`src/rtl/vol_ctrl_pkg.sv`:
```
// -----------------------------------------------------------------------------
// vol_ctrl_pkg
//   Shared definitions for the volume controller:
//   - vc_state_e  : button FSM states (idle, hold/repeat per direction, chord)
//   - step_dir_e  : direction of a volume step requested by the FSM
//   - cnt_width() : width of the hold/repeat tick counter
// -----------------------------------------------------------------------------
package vol_ctrl_pkg;

  typedef enum logic [2:0] {
    ST_IDLE   = 3'd0,
    ST_UP_HLD = 3'd1,
    ST_UP_RPT = 3'd2,
    ST_DN_HLD = 3'd3,
    ST_DN_RPT = 3'd4,
    ST_CHORD  = 3'd5
  } vc_state_e;

  typedef enum logic [1:0] {
    STEP_NONE = 2'd0,
    STEP_UP   = 2'd1,
    STEP_DN   = 2'd2
  } step_dir_e;

  // Counter only has to reach max(a,b)-1; never narrower than one bit.
  function automatic int unsigned cnt_width(input int unsigned a, input int unsigned b);
    int unsigned m;
    m = (a > b) ? a : b;
    return (m > 32'd1) ? $clog2(m) : 32'd1;
  endfunction

endpackage

```
`src/rtl/btn_conditioner.sv`:
```
// -----------------------------------------------------------------------------
// btn_conditioner
//   Tick-gated debounce for one push button. The raw level is shifted into a
//   DEB_LEN-deep register on every clk edge where tick=1; the debounced output
//   is high only while every stored sample is high, so any low sample inside
//   the window (bounce) keeps it low. Output changes only on tick edges.
// Ports
//   clk     in  system clock
//   rst_n   in  asynchronous active-low reset (clears the sample history)
//   tick    in  1-clk sampling strobe
//   btn_raw in  raw button level, active high
//   deb     out debounced level (decoded from the history register)
// -----------------------------------------------------------------------------
module btn_conditioner #(
  parameter int unsigned DEB_LEN = 4
) (
  input  logic clk,
  input  logic rst_n,
  input  logic tick,
  input  logic btn_raw,
  output logic deb
);

  logic [DEB_LEN-1:0] shift_q;
  logic [DEB_LEN-1:0] shift_d;

  // Next sample history: shift in the raw level on tick, otherwise hold.
  always_comb begin
    shift_d = shift_q;
    if (tick) begin
      shift_d    = shift_q << 1'b1;
      shift_d[0] = btn_raw;
    end else begin
      shift_d = shift_q;
    end
  end

  // Sample history register.
  always_ff @(posedge clk or negedge rst_n) begin
    if (!rst_n) begin
      shift_q <= '0;
    end else begin
      shift_q <= shift_d;
    end
  end

  assign deb = &shift_q;

endmodule

```
`src/rtl/volume_ctrl.sv`:
```
// -----------------------------------------------------------------------------
// volume_ctrl
//   Converts raw volume-up / volume-down buttons into a registered volume level
//   and mute flag. A single press steps once; holding auto-repeats after
//   HOLD_TICKS ticks and then every REPEAT_TICKS ticks. Pressing both buttons
//   toggles mute. Steps saturate at 0 / VOL_MAX and always clear mute.
// Ports
//   clk          in  system clock
//   rst_n        in  asynchronous active-low reset
//   tick         in  1-clk sampling strobe; all debounce/hold timing counts it
//   vol_up_btn   in  raw up button
//   vol_down_btn in  raw down button
//   vol_level    out current volume (registered)
//   mute         out mute flag (registered)
//   vol_changed  out 1-clk pulse when vol_level or mute changed
//   at_max       out vol_level == VOL_MAX
//   at_min       out vol_level == 0
// -----------------------------------------------------------------------------
module volume_ctrl
  import vol_ctrl_pkg::*;
#(
  parameter int unsigned VOL_W        = 3,
  parameter int unsigned VOL_MAX      = 7,
  parameter int unsigned VOL_INIT     = 4,
  parameter int unsigned DEB_LEN      = 4,
  parameter int unsigned HOLD_TICKS   = 32,
  parameter int unsigned REPEAT_TICKS = 8
) (
  input  logic             clk,
  input  logic             rst_n,
  input  logic             tick,
  input  logic             vol_up_btn,
  input  logic             vol_down_btn,
  output logic [VOL_W-1:0] vol_level,
  output logic             mute,
  output logic             vol_changed,
  output logic             at_max,
  output logic             at_min
);

  localparam int unsigned      CNT_W      = cnt_width(HOLD_TICKS, REPEAT_TICKS);
  localparam logic [VOL_W-1:0] VOL_MAX_V  = VOL_W'(VOL_MAX);
  localparam logic [VOL_W-1:0] VOL_INIT_V = VOL_W'(VOL_INIT);
  localparam logic [CNT_W-1:0] HOLD_LAST  = CNT_W'(HOLD_TICKS - 1);
  localparam logic [CNT_W-1:0] RPT_LAST   = CNT_W'(REPEAT_TICKS - 1);

  logic             up_deb;
  logic             dn_deb;

  vc_state_e        state_q;
  vc_state_e        state_d;
  logic [CNT_W-1:0] hold_cnt_q;
  logic [CNT_W-1:0] hold_cnt_d;
  logic [VOL_W-1:0] vol_q;
  logic [VOL_W-1:0] vol_d;
  logic             mute_q;
  logic             mute_d;
  logic             vol_changed_q;
  logic             vol_changed_d;

  step_dir_e        step_dir;
  logic             mute_toggle;

  btn_conditioner #(.DEB_LEN(DEB_LEN)) u_up_cond (
    .clk     (clk),
    .rst_n   (rst_n),
    .tick    (tick),
    .btn_raw (vol_up_btn),
    .deb     (up_deb)
  );

  btn_conditioner #(.DEB_LEN(DEB_LEN)) u_dn_cond (
    .clk     (clk),
    .rst_n   (rst_n),
    .tick    (tick),
    .btn_raw (vol_down_btn),
    .deb     (dn_deb)
  );

  // Button FSM: next state, hold counter and step/mute requests.
  // Release of the held button is checked before the other button so a
  // release-and-press in one cycle goes through IDLE first.
  always_comb begin
    state_d     = state_q;
    hold_cnt_d  = hold_cnt_q;
    step_dir    = STEP_NONE;
    mute_toggle = 1'b0;
    case (state_q)
      ST_IDLE: begin
        hold_cnt_d = '0;
        if (up_deb && dn_deb) begin
          state_d     = ST_CHORD;
          mute_toggle = 1'b1;
        end else if (up_deb) begin
          state_d  = ST_UP_HLD;
          step_dir = STEP_UP;
        end else if (dn_deb) begin
          state_d  = ST_DN_HLD;
          step_dir = STEP_DN;
        end else begin
          state_d = ST_IDLE;
        end
      end
      ST_UP_HLD, ST_UP_RPT: begin
        if (!up_deb) begin
          state_d    = ST_IDLE;
          hold_cnt_d = '0;
        end else if (dn_deb) begin
          state_d     = ST_CHORD;
          hold_cnt_d  = '0;
          mute_toggle = 1'b1;
        end else if (tick) begin
          if (hold_cnt_q == ((state_q == ST_UP_HLD) ? HOLD_LAST : RPT_LAST)) begin
            state_d    = ST_UP_RPT;
            hold_cnt_d = '0;
            step_dir   = STEP_UP;
          end else begin
            hold_cnt_d = hold_cnt_q + CNT_W'(1);
          end
        end else begin
          state_d = state_q;
        end
      end
      ST_DN_HLD, ST_DN_RPT: begin
        if (!dn_deb) begin
          state_d    = ST_IDLE;
          hold_cnt_d = '0;
        end else if (up_deb) begin
          state_d     = ST_CHORD;
          hold_cnt_d  = '0;
          mute_toggle = 1'b1;
        end else if (tick) begin
          if (hold_cnt_q == ((state_q == ST_DN_HLD) ? HOLD_LAST : RPT_LAST)) begin
            state_d    = ST_DN_RPT;
            hold_cnt_d = '0;
            step_dir   = STEP_DN;
          end else begin
            hold_cnt_d = hold_cnt_q + CNT_W'(1);
          end
        end else begin
          state_d = state_q;
        end
      end
      ST_CHORD: begin
        hold_cnt_d = '0;
        if (!up_deb && !dn_deb) begin
          state_d = ST_IDLE;
        end else begin
          state_d = ST_CHORD;
        end
      end
      default: begin
        state_d    = ST_IDLE;
        hold_cnt_d = '0;
      end
    endcase
  end

  // Volume/mute update: saturating step (which always unmutes) or mute toggle.
  always_comb begin
    vol_d  = vol_q;
    mute_d = mute_q;
    case (step_dir)
      STEP_UP: begin
        mute_d = 1'b0;
        if (vol_q != VOL_MAX_V) begin
          vol_d = vol_q + VOL_W'(1);
        end else begin
          vol_d = vol_q;
        end
      end
      STEP_DN: begin
        mute_d = 1'b0;
        if (vol_q != '0) begin
          vol_d = vol_q - VOL_W'(1);
        end else begin
          vol_d = vol_q;
        end
      end
      STEP_NONE: begin
        if (mute_toggle) begin
          mute_d = ~mute_q;
        end else begin
          mute_d = mute_q;
        end
      end
      default: begin
        vol_d  = vol_q;
        mute_d = mute_q;
      end
    endcase
    // Pulse only on a real change, so a saturated step while unmuted is silent.
    vol_changed_d = (vol_d != vol_q) || (mute_d != mute_q);
  end

  // State, counter and output registers.
  always_ff @(posedge clk or negedge rst_n) begin
    if (!rst_n) begin
      state_q       <= ST_IDLE;
      hold_cnt_q    <= '0;
      vol_q         <= VOL_INIT_V;
      mute_q        <= 1'b0;
      vol_changed_q <= 1'b0;
    end else begin
      state_q       <= state_d;
      hold_cnt_q    <= hold_cnt_d;
      vol_q         <= vol_d;
      mute_q        <= mute_d;
      vol_changed_q <= vol_changed_d;
    end
  end

  assign vol_level   = vol_q;
  assign mute        = mute_q;
  assign vol_changed = vol_changed_q;
  assign at_max      = (vol_q == VOL_MAX_V);
  assign at_min      = (vol_q == '0);

endmodule
```
`config.mk`:
```
export PLATFORM = sky130hd
export DESIGN_NAME = volume_ctrl
export DESIGN_NICKNAME = d
export VERILOG_FILES = /design/src/rtl/vol_ctrl_pkg.sv /design/src/rtl/btn_conditioner.sv /design/src/rtl/volume_ctrl.sv
export SDC_FILE = /design/constraint.sdc
export NUM_CORES = 1
export LEC_CHECK = 0
export ABC_AREA = 1
export ABC_CLOCK_PERIOD_IN_PS = 2800
export BUFFER_PORTS_ARGS = -buffer_cell sky130_fd_sc_hd__buf_2
export CAP_MARGIN = 0
export CORE_AREA = 4 4 55 82
export CTS_BUF_LIST = sky130_fd_sc_hd__clkbuf_16
export DETAILED_ROUTE_END_ITERATION = 8
export DIE_AREA = 0 0 59 86
export HOLD_SLACK_MARGIN = 0.05
export SLEW_MARGIN = 20
export SYNTH_ARGS = -nofsm -noshare
export SYNTH_HDL_FRONTEND = slang
export SYNTH_SLANG_ARGS = --single-unit
```
`constraint.sdc`:
```
create_clock -name clk -period 2.8 [get_ports clk]
set_clock_uncertainty 0.05 [all_clocks]
set_input_delay 0.56 -clock clk [delete_from_list [all_inputs] [get_ports clk]]
set_output_delay 0.56 -clock clk [all_outputs]
set_load 0.005 [all_outputs]
```
==> results of run 1 <==
[cell families after synthesis]
family                     count (synthesis)  synth area share
and+or+nand+nor                          135             0.418
buffers and inverters                     34            0.0856
DFF                                       21             0.353
AOI/OAI and AO/OA                         19            0.0697
adders and majority gates                  8            0.0672
xor gates and xnor gates                   1           0.00588
[registers in the layout, summed over array words and instances (netlist names)]
signal and flops:
u_up_cond.shift_q 4, hold_cnt_q 5, mute 1, vol_changed 1, state_q 3, vol_level 3
u_dn_cond.shift_q 4
[routing by layer]
layer  wire length, µm  part of all wire
met2              1610              0.52
met5                 0                 0
met4               111             0.036
met1              1280              0.41
met3               101             0.033
[worst reg2reg max path, stage by stage, from the launching register on]
cell and delay, ps:
dfrtp_1 440, nor2_1 210, nand2_1 90, nand2_2 130, nand3_2 100, o31ai_2 330, inv_2 70, ha_1 440
inv_1 80, nor2_1 130, nand2_1 60, nand2_1 50, nor2_1 40, nand3_1 50
[cell type report]
cell class	count	area, µm²	share of cell area
multi-input cells	163	836	0.501
flip-flops and latches	21	527	0.316
inverters	31	116	0.0697
clock buffers	3	75.1	0.0450
well taps	45	56.3	0.0337
repair buffers	11	55.1	0.0330
clock inverters	1	3.75	0.00225
[power by group]
group          leakage (nW)  total (W)  switching, W  internal (W)
logic                 0.625  0.0000537     0.0000374     0.0000164
registers             0.278   0.000331     0.0000117      0.000319
clock network        0.0423   0.000304      0.000113      0.000191
total                 0.945   0.000688      0.000162      0.000526
[worst min path at each step]
stage	cells past startpoint	to	slack, ps	startpoint
2_1_floorplan	0	hold_cnt_q[0]	210	rst_n
3_3_place_gp	2	u_up_cond.shift_q[3]	430	u_up_cond.shift_q[3]
3_5_place_dp	2	u_up_cond.shift_q[3]	430	u_up_cond.shift_q[3]
4_1_cts	1	state_q[2]	230	rst_n
5_1_grt	1	state_q[2]	240	rst_n
6_report	1	state_q[1]	200	rst_n
[metrics by stage]
stage               cells  total power, W
finish                275        0.000688
global route          275        0.000723
CTS                   275        0.000698
detailed placement    271        0.000391
global placement      271        0.000391
floorplan             218        0.000371
[layout by cell type (no fill, tap or decap), types with 2 or more instances in the layout]
| master | Yosys | final |
|---|---|---|
| o21ai_1 | 3 | 3 |
| buf_2 | 0 | 11 |
| nor2_1 | 15 | 15 |
| ha_1 | 8 | 8 |
| o21ai_0 | 13 | 13 |
| nand3_1 | 21 | 21 |
| nand2_2 | 8 | 8 |
| clkbuf_16 | 0 | 3 |
| dfrtp_1 | 20 | 20 |
| nand4_1 | 9 | 9 |
| nand2_1 | 73 | 73 |
| nor2_2 | 4 | 4 |
| inv_1 | 26 | 27 |
| nand3_2 | 2 | 2 |
| inv_2 | 5 | 5 |
==> impl_summary.txt, run 1 <==
----------------------------------------------------
[Drt]
  DRT iter0 DRCs ... 66
  Number of design rule violations left after detail routing ... 0
  Average wire length per cell after detail routing ... about 11 µm
  Initial DRT Pass Iterations ... 4
  Via count normalized by instance count ... around 5
  Final wirelength ... a little over 3 mm
  DRT antenna net count ... 0
  Vias ... between 1,000 and 1,500

[Synth]
  Most repeated cell in the gate-level netlist after synthesis ... nand2_1
  Count of unique library cells instantiated by Yosys ... 23
  Top FF cell, synth ... dfrtp_1
  Average cell area after synthesis ... between 6 and 7 µm²
  Area leader, netlist ... dfrtp_1
  Flip-flop and latch count after synthesis ... 21
  Top cell type's share of synthesized area ... 0.336
  Share of synthesized area occupied by flip-flops and latches ... 0.353
  Share of async-settable or async-resettable flops after synthesis ... 1.00
  Synthesized Nets ... ~230
  Commonest cells in the synthesized netlist ... 73 x nand2_1, 26 x inv_1, 21 x nand3_1
  Post-synth EDFFs ... 0
  Yosys warning total ... 0
  Cells after Synth ... approximately 220
  Cell area after technology mapping ... ~1500 µm²
  Cells taking the most area after synthesis ... dfrtp_1 34%, nand2_1 18%, nand3_1 7.1%

[Layout]
  Area growth from synthesis to final layout ... 12.0%
  Final Cell Area ... 1670 µm²
  Fraction of layout cells with a size suffix above 1 ... 0.161
  Count of filler cells inserted in the layout ... 401
  Diode count ... 0
  Post-layout util ... 0.433
  Final nets ... approximately 240

[Worst setup path]
  Cells along the critical path ... nor2_1 -> nand2_1 -> nand2_2 -> nand3_2 -> o31ai_2 -> inv_2 -> ha_1 -> inv_1 -> nor2_1 -> nand2_1 -> nand2_1 -> nor2_1 -> nand3_1
  CP max FO ... 10
  Bufs and invs on worst path ... 2
  Top delay family on crit path ... simple AND/OR/NAND/NOR gates
  Type of the setup path with the least slack ... reg2reg
  Critical path capture point ... vol_changed
  Setup crit start kind ... flop
  Delay of the slowest cell on the worst path ... around 440 ps
  Critical Path Sink Type ... flop
  RR Startpoint ... state_q[1]
  Standard cell with the maximum stage delay on the critical path ... dfrtp_1
  Worst endpoint data arrival time ... ~2500 ps
  Cell count of the worst reg-to-reg path ... 13
  Number of gates on the worst path with buffers counted ... 13
  Data required time of the worst path ... about 2900 ps
  Register-to-register setup slack ... about 460 ps
  FF-to-FF End ... vol_changed
  Crit path launch ... state_q[1]

[Clock tree]
  Worst-case clock buffer depth ... 2
  Clock transition time at the flip-flop clock pins of the worst setup and hold paths ... 60 ps
  Clk Latency, worst-skew pair ... roughly 260 ps
  Number of buffers inserted during clock tree synthesis ... 3
  Num Clock Sinks ... 21
  H-tree level count ... 1
  Number of gates given a new drive strength after cts ... 0
  CTS tree ... built
  Root Buffer Master ... clkbuf_16
  Post-CTS Setup Inserts ... 0
  # hold bufs at CTS ... 0

[Global route]
  Met1 Use GR ... 0.156
  Wire length of the first global-routing pass ... 5.53 mm
  GRT overflow ... 0
  Fraction of met3 tracks used by global routing ... 0.0226
  Met2 layer usage reported by global route ... 0.247
  Via count of the first global-routing pass ... ~1,300
  Number of antenna violations at the first check in global routing ... 0
  Busiest metal layer after global routing ... met2
  Total track usage ... 0.143
  Pin count of the biggest net entering global routing ... 22

[Pwr]
  Lkg Pwr ... 0.945 nW
  IR Drop Worst-Case VDD ... roughly 0.40 mV
  Ratio of total power to cell area ... ~410 nW/µm²

[Die]
  Core area ... just under 4000 µm²
  Chip width ... about 59 µm
  Core Rows ... 28
  Boundary Pins ... 12
  Floorplan die height ... 86 µm
  Total die area ... around 5100 µm²
  Starting Density ... 0.387

[Place]
  Cell area reported after detailed placement ... about 1600 µm²
  Final HPWL DP ... between 2 and 2.5 mm
  Buffers on Ports ... 11
  Setup slack after placement ... ~380 ps
  Final RePlAce weighted congestion ... ~0.91

[Timing]
  Worst hold slack ... between 150 and 200 ps
  Unrepaired setup endpoints after global routing ... no
  Final Max Tran Viols ... 0
  Ratio of final minimum period to clock period ... 0.834
  Fin. Hold Viols ... 0
  Transition at the pin with the smallest max-transition slack ... between 400 and 500 ps
  Slack of the critical path ... between 400 and 500 ps
  Worst slew margin relative to its limit ... 0.689
  Setup TNS ... 0 ps
  Time the final worst path needs with I/O delays and setup ... 2340 ps
  Setup violations, final ... 0
  Timing-limited maximum frequency ... 0.428 GHz

[Outcome]
  Outcome ... finished clean

[Job]
  Number of maximum-capacitance violations ... 0

[Min path]
  Worst min-delay path class ... in2async

----------------------------------------------------
Power figures use the tool's default switching activity.
==> inputs of run 2 (changes only) <==
ABC_CLOCK_PERIOD_IN_PS = 2200   (was 2800)
clock period = 2.2 ns   (was 2.8 ns; I/O delays follow)
==> impl_summary.txt, run 2 (synthesis results as in run 1) <==
----------------------------------------------------
[Drt]
  Average wire length per cell after detail routing ... 12.5 µm (was 11.3 µm)
  Via count normalized by instance count ... 5.07 (was 5.02)
  Number of design rule violations left after detail routing ... 0 (unchanged)
  Initial DRT Pass Iterations ... 4 (unchanged)
  Final wirelength ... 3.65 mm (was 3.10 mm)
  Vias ... 1,480 (was 1,380)
  DRT antenna net count ... 0 (unchanged)
  DRT iter0 DRCs ... 82 (was 66)

[Timing]
  Final Max Tran Viols ... 0 (unchanged)
  Setup violations, final ... 0 (unchanged)
  Worst slew margin relative to its limit ... 0.674 (was 0.689)
  Time the final worst path needs with I/O delays and setup ... 2060 ps (was 2340 ps)
  Timing-limited maximum frequency ... 0.484 GHz (was 0.428 GHz)
  Ratio of final minimum period to clock period ... 0.938 (was 0.834)
  Fin. Hold Viols ... 0 (unchanged)
  Transition at the pin with the smallest max-transition slack ... 489 ps (was 467 ps)

[Layout]
  Post-layout util ... 0.491 (was 0.433)
  Area growth from synthesis to final layout ... 26.9% (was 12.0%)
  Diode count ... 0 (unchanged)
  Largest registers ranked by flip-flop count ... hold_cnt_q x5, u_dn_cond.shift_q x4, u_up_cond.shift_q x4 (unchanged)
  Fraction of layout cells with a size suffix above 1 ... 0.291 (was 0.161)
  Final Cell Area ... 1890 µm² (was 1670 µm²)
  Number of flip-flops under the largest register name ... 5 (unchanged)
  Commonest cells after routing, fill and taps aside ... 72 x nand2_1, 24 x inv_1, 18 x dfrtp_1 (was 73 x nand2_1, 27 x inv_1, 21 x nand3_1)
  Final nets ... 261 (was 244)
  Count of filler cells inserted in the layout ... 411 (was 401)
  Most common cell after layout, fill and taps aside ... nand2_1 (unchanged)
  Biggest register ... hold_cnt_q (unchanged)

[Clock tree]
  CTS tree ... built (unchanged)
  Clk Latency, worst-skew pair ... 250 ps (was 260 ps)
  Number of buffers inserted during clock tree synthesis ... 3 (unchanged)
  H-tree level count ... 1 (unchanged)
  Root Buffer Master ... clkbuf_16 (unchanged)
  Clock transition time at the flip-flop clock pins of the worst setup and hold paths ... 60 ps (about the same)
  Worst-case clock buffer depth ... 2 (unchanged)
  Num Clock Sinks ... 21 (unchanged)

[Pwr]
  IR Drop Worst-Case VDD ... 0.361 mV (was 0.397 mV)
  Portion of total power attributed to combinational logic ... 0.094 (was 0.078)
  Flop pwr share ... 0.474 (was 0.480)
  Ratio of total power to cell area ... 470 nW/µm² (was 412 nW/µm²)
  Sw Ratio ... 0.236 (about the same)
  Internal power ... 0.000678 W (was 0.000526 W)
  Lkg Pwr ... 1.02 nW (was 0.945 nW)
  Switching pwr ... 0.000210 W (was 0.000162 W)
  Clock network fraction of total power ... 0.432 (was 0.441)

[Place]
  Final HPWL DP ... 2.75 mm (was 2.41 mm)
  Buffers on Ports ... 11 (unchanged)
  Cell area reported after detailed placement ... 1670 µm² (was 1590 µm²)
  Final RePlAce weighted congestion ... 0.881 (was 0.909)

[Worst setup path]
  Type of the setup path with the least slack ... reg2reg (unchanged)
  Delay of the slowest cell on the worst path ... 450 ps (was 440 ps)
  Critical Path Sink Type ... flop (unchanged)
  Bufs and invs on worst path ... 2 (unchanged)
  Worst endpoint data arrival time ... 2150 ps (was 2480 ps)
  Cells along the critical path ... nor2_2 -> buf_4 -> nand2_1 -> nor2_1 -> a31oi_4 -> buf_4 -> ha_2 -> nand3_1 -> nand2_1 -> nand3_1 -> nand2_1 -> nor2_2 -> nand3_1 (was nor2_1 -> nand2_1 -> nand2_2 -> nand3_2 -> o31ai_2 -> inv_2 -> ha_1 -> inv_1 -> nor2_1 -> nand2_1 -> nand2_1 -> nor2_1 -> nand3_1)
  CP max FO ... 7 (was 10)
  Top delay family on crit path ... simple AND/OR/NAND/NOR gates (unchanged)
  Standard cell with the maximum stage delay on the critical path ... dfrtp_2 (was dfrtp_1)
  Data required time of the worst path ... 2280 ps (was 2940 ps)
  Setup crit start kind ... flop (unchanged)

[Global route]
  Total track usage ... 0.152 (was 0.143)
  Via count of the first global-routing pass ... 1,410 (was 1,294)
  Wire length of the first global-routing pass ... 5.97 mm (was 5.53 mm)
  Number of antenna violations at the first check in global routing ... 0 (unchanged)
  Pin count of the biggest net entering global routing ... 22 (unchanged)
  GRT overflow ... 0 (unchanged)

[Die]
  Boundary Pins ... 12 (unchanged)
  Starting Density ... 0.387 (unchanged)
  Total die area ... 5070 µm² (unchanged)
  Core Rows ... 28 (unchanged)
  Chip width ... 59 µm (unchanged)
  Floorplan die height ... 86 µm (unchanged)
  Core area ... 3850 µm² (unchanged)

[Outcome]
  Outcome ... finished clean (unchanged)

[Job]
  Number of maximum-capacitance violations ... 0 (unchanged)

[Min path]
  Worst min-delay path class ... in2async (unchanged)

----------------------------------------------------
## run 2: cell types whose count changed in the layout (fill, tap and decap cells not counted), moves of 3 or more
cell,change
nand3_2,+4
nand3_1,-5
ha_2,+3
buf_4,+17
inv_1,-3
ha_1,-4
## run 2: per-stage QoR
stage	hold slack, ps	total power [W]	setup slack, ps	setup TNS (ps)	instances
2_1_floorplan	94.4	0.000473	62.7	0	218
5_1_grt	130	0.000934	-13.1	-13.1	292
4_1_cts	121	0.000894	3.84	0	286
3_3_place_gp	390	0.000504	-41.5	-41.5	282
3_5_place_dp	393	0.000507	-82.6	-82.6	282
6_report	90.8	0.000889	136	0	292
## run 2: routing by layer
layer / vias to the layer above / share of wire / GRT usage
met4: 0 / 0.032 / 0.0804
met1: 687 / 0.40 / 0.158
met3: 12 / 0.030 / 0.0181
li1: 746 / - / -
met5: - / 0 / 0
met2: 35 / 0.54 / 0.283
## run 2: worst paths after layout
check | slack (ps) | cells past startpoint | endpoint | from
worst max-delay path | 140 | 13 | vol_changed | state_q[1]
min in group clk | 330 | 3 | u_up_cond.shift_q[0] | vol_up_btn
worst max register to register | 140 | 13 | vol_changed | state_q[1]
worst min register to register | 450 | 2 | u_up_cond.shift_q[3] | u_up_cond.shift_q[3]
worst min-delay path | 90 | 1 | state_q[2] | rst_n
max in group asynchronous | 1650 | 1 | state_q[1] | rst_n
## run 2: timing repair
item / 4_1_cts / 5_1_grt
resized for setup: 2 / 23
endpoints found under the setup margin: 1 / 4
pin swaps: 0 / 6
setup buffers: 0 / 6
hold buffers: 0 / 0
gates cloned: 0 / 0
## run 2: worst reg2reg max path, delay by kind of cell, from the launching register on
kind            cells  cell delay [ps]
flops               1              450
fa+ha+maj           1              200
buf+inv             2              280
simple gates        9              920
compound gates      1               50
## run 2: layout make-up
class / instances / area, µm² / share of cell area
sequential: 21 / 529 / 0.280
tap: 45 / 56.3 / 0.0298
clock buffer: 3 / 75.1 / 0.0397
clock inverter: 1 / 3.75 / 0.00199
inverter: 31 / 119 / 0.0629
multi-input combinational: 163 / 925 / 0.489
timing repair buffer: 28 / 183 / 0.0966
## run 2: power groups by stage
stage | sequential [W] | combinational, W | clock [W]
finish | 0.000421 | 0.0000833 | 0.000384
global route | 0.000425 | 0.0000946 | 0.000415
CTS | 0.000421 | 0.0000804 | 0.000393
detailed placement | 0.000428 | 0.0000791 | 0
global placement | 0.000427 | 0.0000775 | 0
floorplan | 0.000424 | 0.0000483 | 0
